File: src/rtl/bitcount_arbiter.sv
// bitcount_arbiter: shared multi-cycle bit-count engine.
// Round-robin arbitrates NREQ requesters, then counts the bits of the granted
// word that equal the requested match value, STEP bits per cycle. The result
// and the requester id are returned on a valid/ready response port.

// One popcount slice: number of bits in 'bits' equal to 'match'
module bitcount_slice #(
    parameter int STEP = 4,
    parameter int CW   = 5
) (
    input  logic [STEP-1:0] bits,
    input  logic            match,
    output logic [CW-1:0]   cnt
);
    logic [STEP-1:0] hit;

    // XNOR marks matching bits, then shift-and-add them up
    always_comb begin
        hit = bits ~^ {STEP{match}};
        cnt = '0;
        for (int b = 0; b < STEP; b++) begin
            cnt = cnt + CW'(hit[0]);
            hit = hit >> 1;
        end
    end
endmodule

module bitcount_arbiter #(
    parameter int  NREQ  = 2,
    parameter int  WIDTH = 16,
    parameter int  STEP  = 4,   // WIDTH must be a multiple of STEP
    localparam int IDW   = (NREQ > 2) ? $clog2(NREQ) : 1,
    localparam int CW    = $clog2(WIDTH + 1)
) (
    input  logic                  clk,
    input  logic                  rst_n,
    input  logic [NREQ-1:0]       req_valid,
    output logic [NREQ-1:0]       req_ready,
    input  logic [NREQ*WIDTH-1:0] req_data,
    input  logic [NREQ-1:0]       req_match,
    output logic                  rsp_valid,
    input  logic                  rsp_ready,
    output logic [IDW-1:0]        rsp_id,
    output logic [CW-1:0]         rsp_count
);
    localparam int K  = WIDTH / STEP;
    localparam int KW = (K > 1) ? $clog2(K) : 1;

    localparam logic [1:0] S_IDLE  = 2'd0;
    localparam logic [1:0] S_COUNT = 2'd1;
    localparam logic [1:0] S_RESP  = 2'd2;

    logic [1:0]       state;
    logic [IDW-1:0]   last_grant;   // also the id of the operation in flight
    logic [WIDTH-1:0] word;
    logic             match_bit;
    logic [KW-1:0]    idx;
    logic [CW-1:0]    acc;

    logic [2*NREQ-1:0] dbl;
    logic [NREQ-1:0]   rot;
    logic [NREQ-1:0]   scan;
    logic [NREQ-1:0]   onehot;
    int                off;
    logic              gnt_any;
    logic [IDW-1:0]    gnt;
    logic [WIDTH-1:0]  gword;
    logic              gmatch;

    logic [STEP-1:0]   slice_bits;
    logic [CW-1:0]     slice_cnt;
    logic [CW-1:0]     acc_next;

    // Round-robin pick: rotate valids so last_grant+1 sits at bit 0, take the first set bit
    always_comb begin
        dbl     = {req_valid, req_valid};
        rot     = NREQ'(dbl >> ({1'b0, last_grant} + 1'b1));
        scan    = rot;
        gnt_any = 1'b0;
        off     = 0;
        for (int k = 0; k < NREQ; k++) begin
            if (!gnt_any && scan[0]) begin
                gnt_any = 1'b1;
                off     = k;
            end
            scan = scan >> 1;
        end
        gnt    = IDW'((int'(last_grant) + 1 + off) % NREQ);
        onehot = NREQ'(1) << gnt;
        gword  = WIDTH'(req_data >> (int'(gnt) * WIDTH));
        gmatch = |(req_match & onehot);
    end

    // Accept is only offered while idle; everyone else sees ready low
    always_comb begin
        req_ready = (state == S_IDLE && gnt_any) ? onehot : '0;
    end

    // Current STEP-wide slice of the captured word feeds the shared popcount slice
    always_comb begin
        slice_bits = STEP'(word >> (int'(idx) * STEP));
        acc_next   = acc + slice_cnt;
    end

    bitcount_slice #(.STEP(STEP), .CW(CW)) u_slice (
        .bits  (slice_bits),
        .match (match_bit),
        .cnt   (slice_cnt)
    );

    // Control FSM: IDLE accepts and captures, COUNT walks K slices, RESP holds the result
    always_ff @(posedge clk or negedge rst_n) begin
        if (!rst_n) begin
            state      <= S_IDLE;
            last_grant <= IDW'(NREQ - 1);
            word       <= '0;
            match_bit  <= 1'b0;
            idx        <= '0;
            acc        <= '0;
            rsp_valid  <= 1'b0;
            rsp_id     <= '0;
            rsp_count  <= '0;
        end else begin
            case (state)
                S_IDLE: begin
                    if (gnt_any) begin
                        word       <= gword;
                        match_bit  <= gmatch;
                        acc        <= '0;
                        idx        <= '0;
                        last_grant <= gnt;
                        state      <= S_COUNT;
                    end
                end
                S_COUNT: begin
                    acc <= acc_next;
                    idx <= idx + KW'(1);
                    if (idx == KW'(K - 1)) begin
                        state     <= S_RESP;
                        rsp_valid <= 1'b1;
                        rsp_count <= acc_next;
                        rsp_id    <= last_grant;
                    end
                end
                S_RESP: begin
                    if (rsp_ready) begin
                        rsp_valid <= 1'b0;
                        state     <= S_IDLE;
                    end
                end
                default: state <= S_IDLE;
            endcase
        end
    end
endmodule

File: config.mk
export PLATFORM = sky130hd
export DESIGN_NAME = bitcount_arbiter
export DESIGN_NICKNAME = d
export VERILOG_FILES = /design/src/rtl/bitcount_arbiter.sv
export SDC_FILE = /design/constraint.sdc
export NUM_CORES = 1
export LEC_CHECK = 0
export ABC_AREA = 1
export BUFFER_PORTS_ARGS = -buffer_cell sky130_fd_sc_hd__buf_2
export CORE_AREA = 4 4 54 76
export CTS_CLUSTER_SIZE = 16
export DETAILED_ROUTE_END_ITERATION = 8
export DIE_AREA = 0 0 58 80
export PLACE_DENSITY = 0.82
export SYNTH_ARGS = -nofsm -noshare
export SYNTH_HDL_FRONTEND = slang
export SYNTH_SLANG_ARGS = --single-unit
File: constraint.sdc
create_clock -name clk -period 5.1 [get_ports clk]
set_input_delay 0.255 -clock clk [delete_from_list [all_inputs] [get_ports clk]]
set_output_delay 0.255 -clock clk [all_outputs]
set_load 0.005 [all_outputs]
==> metrics.md <==
| Metric | Value |
|---|---|
| Clk buf depth | 2 |
| Final Hold Fails | 0 |
| Initial Util | 0.562 |
| Xor/xnor cell area share of the yosys netlist | 0.00461 |
| Layout cells sized above 1 | 0.230 |
| Fin. max-slew vios | 0 |
| Placed wire-length estimate | 3300 um |
| Total grt overflow | 0 |
| Largest net degree at the start of global routing | 38 |
| Critical path arrival | 3.18 ns |
| Synthesized flop and latch total | 34 |
| Hold slack | 0.0189 ns |
| Syn. warnings | 0 |
| Worst path bufs/invs | 3 |
| Setup_tns | 0 ns |
| Top cell type's share of synthesized area | 0.435 |
| Mux share of post-synthesis cell area | 0 |
| Final Skew | 0.00522 ns |
| Synthesized cell area | 1900 um^2 |
| Root buf cell | clkbuf_8 |
| CP most frequent cell | fa_1 |
| Fill count | 302 |
| Number of gates resized after CTS | 0 |
| First-pass GRT wire length | 7220 um |
| Clock transition at the registers of the reported paths | 0.07 ns |
| Slew at the pin with the worst max-slew slack | 0.943 ns |
| Core ar. | 3380 um^2 |
| Initial antenna violation count | 0 |
| Total number of vias | 1804 |
| Die area | 4640 um^2 |
| CTS sink count | 34 |
| Synth top area cells | dfrtp_1, nand2_1, nand4_1, nand3_1, fa_1 |
| Synth area leader | dfrtp_1 |
| CP Cell Sequence | clkinv_1, nand2_1, nand3_1, nand3_1, nand2_1, fa_1, inv_1, fa_1, inv_1, fa_1, o21ai_0 |
| Largest family of logic cells by synthesized area | simple AND/OR/NAND/NOR gates |
| Max incr delay on CP | 0.50 ns |
| Die Ht | 80 um |
| H-tree depth | 2 |
| Mean Syn Cell Area | 8.05 um^2 |
| Seq/Total Area, Yosys | 0.449 |
| Hold crit path type | input pin to async pin |
| CTS tree | yes |
| # hold bufs at CTS | 0 |
| Crit start category | register |
| Synth Net Count | 280 |
| First-pass iteration count of the detailed router | 5 |
| Worst setup EP type | register |
| Max_cap viols | 0 |
| DRC | 0 |
| Multi-input gate area | 907 um^2 |
| Top_reg_cell synth | dfrtp_1 |
| DR vias/cell | 5.67 |
| RSZ-0062 raised after global routing | no |
| Peak VDD IR | 0.420 mV |
| IO Pins | 48 |
| Top delay family on crit path | adder cells |
| Simple logic cell fraction of the synthesized area | 0.397 |
| Clk_lat worst skew | 0.29 ns |
| Routed wire length | 4370 um |
| Critical path data required time | 5.31 ns |
| Number of synthesized flops with an enable pin | 0 |
| Min Clock Period, post-route | 2.97 ns |
| Sequential Area | 852 um^2 |
| Routed wire length per instance | 13.8 um |
| GR peak layer | met2 |
| Slowest CP cell | dfrtp_1 |
| Slew margin rel. | 0.372 |
| Die Wd | 58 um |
| Max Clk Rate | 336 MHz |
| Grt met1 use | 0.200 |
| Fin nets | 321 |
| Crit path max fanout | 10 |
| Post-Synthesis Cells | 236 |
| Compound-cell area share of the yosys netlist | 0.0310 |
| Setup-failing EPs final | 0 |
| GRT met2 Usage | 0.383 |
| Met3 Track Usage GR | 0.0469 |
| Ant. Diodes | 0 |
| Power Dens Cells | 723 nW/um^2 |
| Buffers on Ports | 47 |
| Drt initial violations | 78 |
| Synth unique cells | 24 |
| Run status | complete, no violations |
| Post-synth ARST share | 1.00 |
| Final antenna-violating net count | 0 |
| Syn-to-layout area delta | 15.8% |
| Lkg Pwr | 1.13 nW |
| Crit Path Class | register to register |
| Final period utilization | 0.583 |
| Rows | 25 |
| CTS buffer count | 5 |
| # Post-CTS Setup Buffers | 0 |
| Synth Area in Adders | 0.0448 |
| Synth cell count leaders | nand2_1, nand3_1, nand4_1 |
| GRT Total Usage | 0.208 |
| Vias in the first global route | 1721 |
| Final GP Congestion | 0.891 |
| Most frequent cell after synthesis | nand2_1 |
## per-stage QoR
step | utilization | worst slack [ns] | instances | power (W) | area, um^2
CTS | 0.651 | 2.12 | 318 | 0.00159 | 2200
global placement | 0.623 | 2.30 | 310 | 0.00132 | 2100
detailed placement | 0.623 | 2.14 | 310 | 0.00138 | 2100
finish | 0.651 | 2.13 | 318 | 0.00159 | 2200
floorplan | - | 2.44 | 236 | 0.00117 | 1900
global route | 0.651 | 1.90 | 318 | 0.00174 | 2200
## cell type report
type,instances,area share
inverter,16,0.0273
timing repair buffer,47,0.107
tap,40,0.0228
multi-input combinational,173,0.412
clock buffer,6,0.0375
sequential,34,0.387
clock inverter,2,0.00569
## power by group
group	total [W]	switching (W)	leakage [nW]	internal (W)
Combinational	0.000870	0.000542	0.664	0.000328
Clock	0.000210	0.000102	0.0472	0.000108
Sequential	0.000511	0.000104	0.420	0.000407
Total	0.00159	0.000747	1.13	0.000844
## routing by layer
metal  share of wire  vias up
li1                -      896
met1            0.39      842
met2            0.53       54
met3           0.051       12
met4           0.030        0
met5               0        -
## registers in the layout (all words and copies together) (netlist names)
register	cells
word	16
acc	5
rsp_count	5
idx	2
state	2
last_grant	1
match_bit	1
rsp_id	1
rsp_valid	1
## cells by family (layout without fill, tap and decap cells)
kind of cell	count (synthesis)	count (layout)
AO/OA/AOI/OAI	10	10
XOR/XNOR	1	1
adder cells (fa/ha/maj)	5	5
AND/OR/NAND/NOR	157	157
buffers and inverters	29	71
flip-flops	34	34
## final timing paths
path	start	to	slack [ns]	depth (start not counted)
max	idx[0]	acc[1]	2.13	11
min	rst_n	rsp_count[3]	0.02	1
max reg2reg	idx[0]	acc[1]	2.13	11
min reg2reg	rsp_valid	rsp_valid	0.47	2
max in group asynchronous	rst_n	word[3]	4.61	1
min in group clk	rsp_ready	state[1]	0.16	2
## worst register-to-register path, stage by stage (launching register included)
cell and delay [ns]:
dfrtp_1 0.50, clkinv_1 0.29, nand2_1 0.13, nand3_1 0.11, nand3_1 0.11, nand2_1 0.07, fa_1 0.50, inv_1 0.06
fa_1 0.43, inv_1 0.09, fa_1 0.42, o21ai_0 0.17
## layout by cell type (no fill, tap or decap), drive strengths merged
cell type and count:
and3 1, buf 47, clkbuf 6, clkinv 2, clkinvlp 1, dfrtp 33
dfstp 1, fa 3, ha 2, inv 15, nand2 76, nand3 42
nand4 35, nor2 3, o21ai 8, o21bai 1, o31ai 1, xnor2 1
Power figures use the tool's default switching activity.
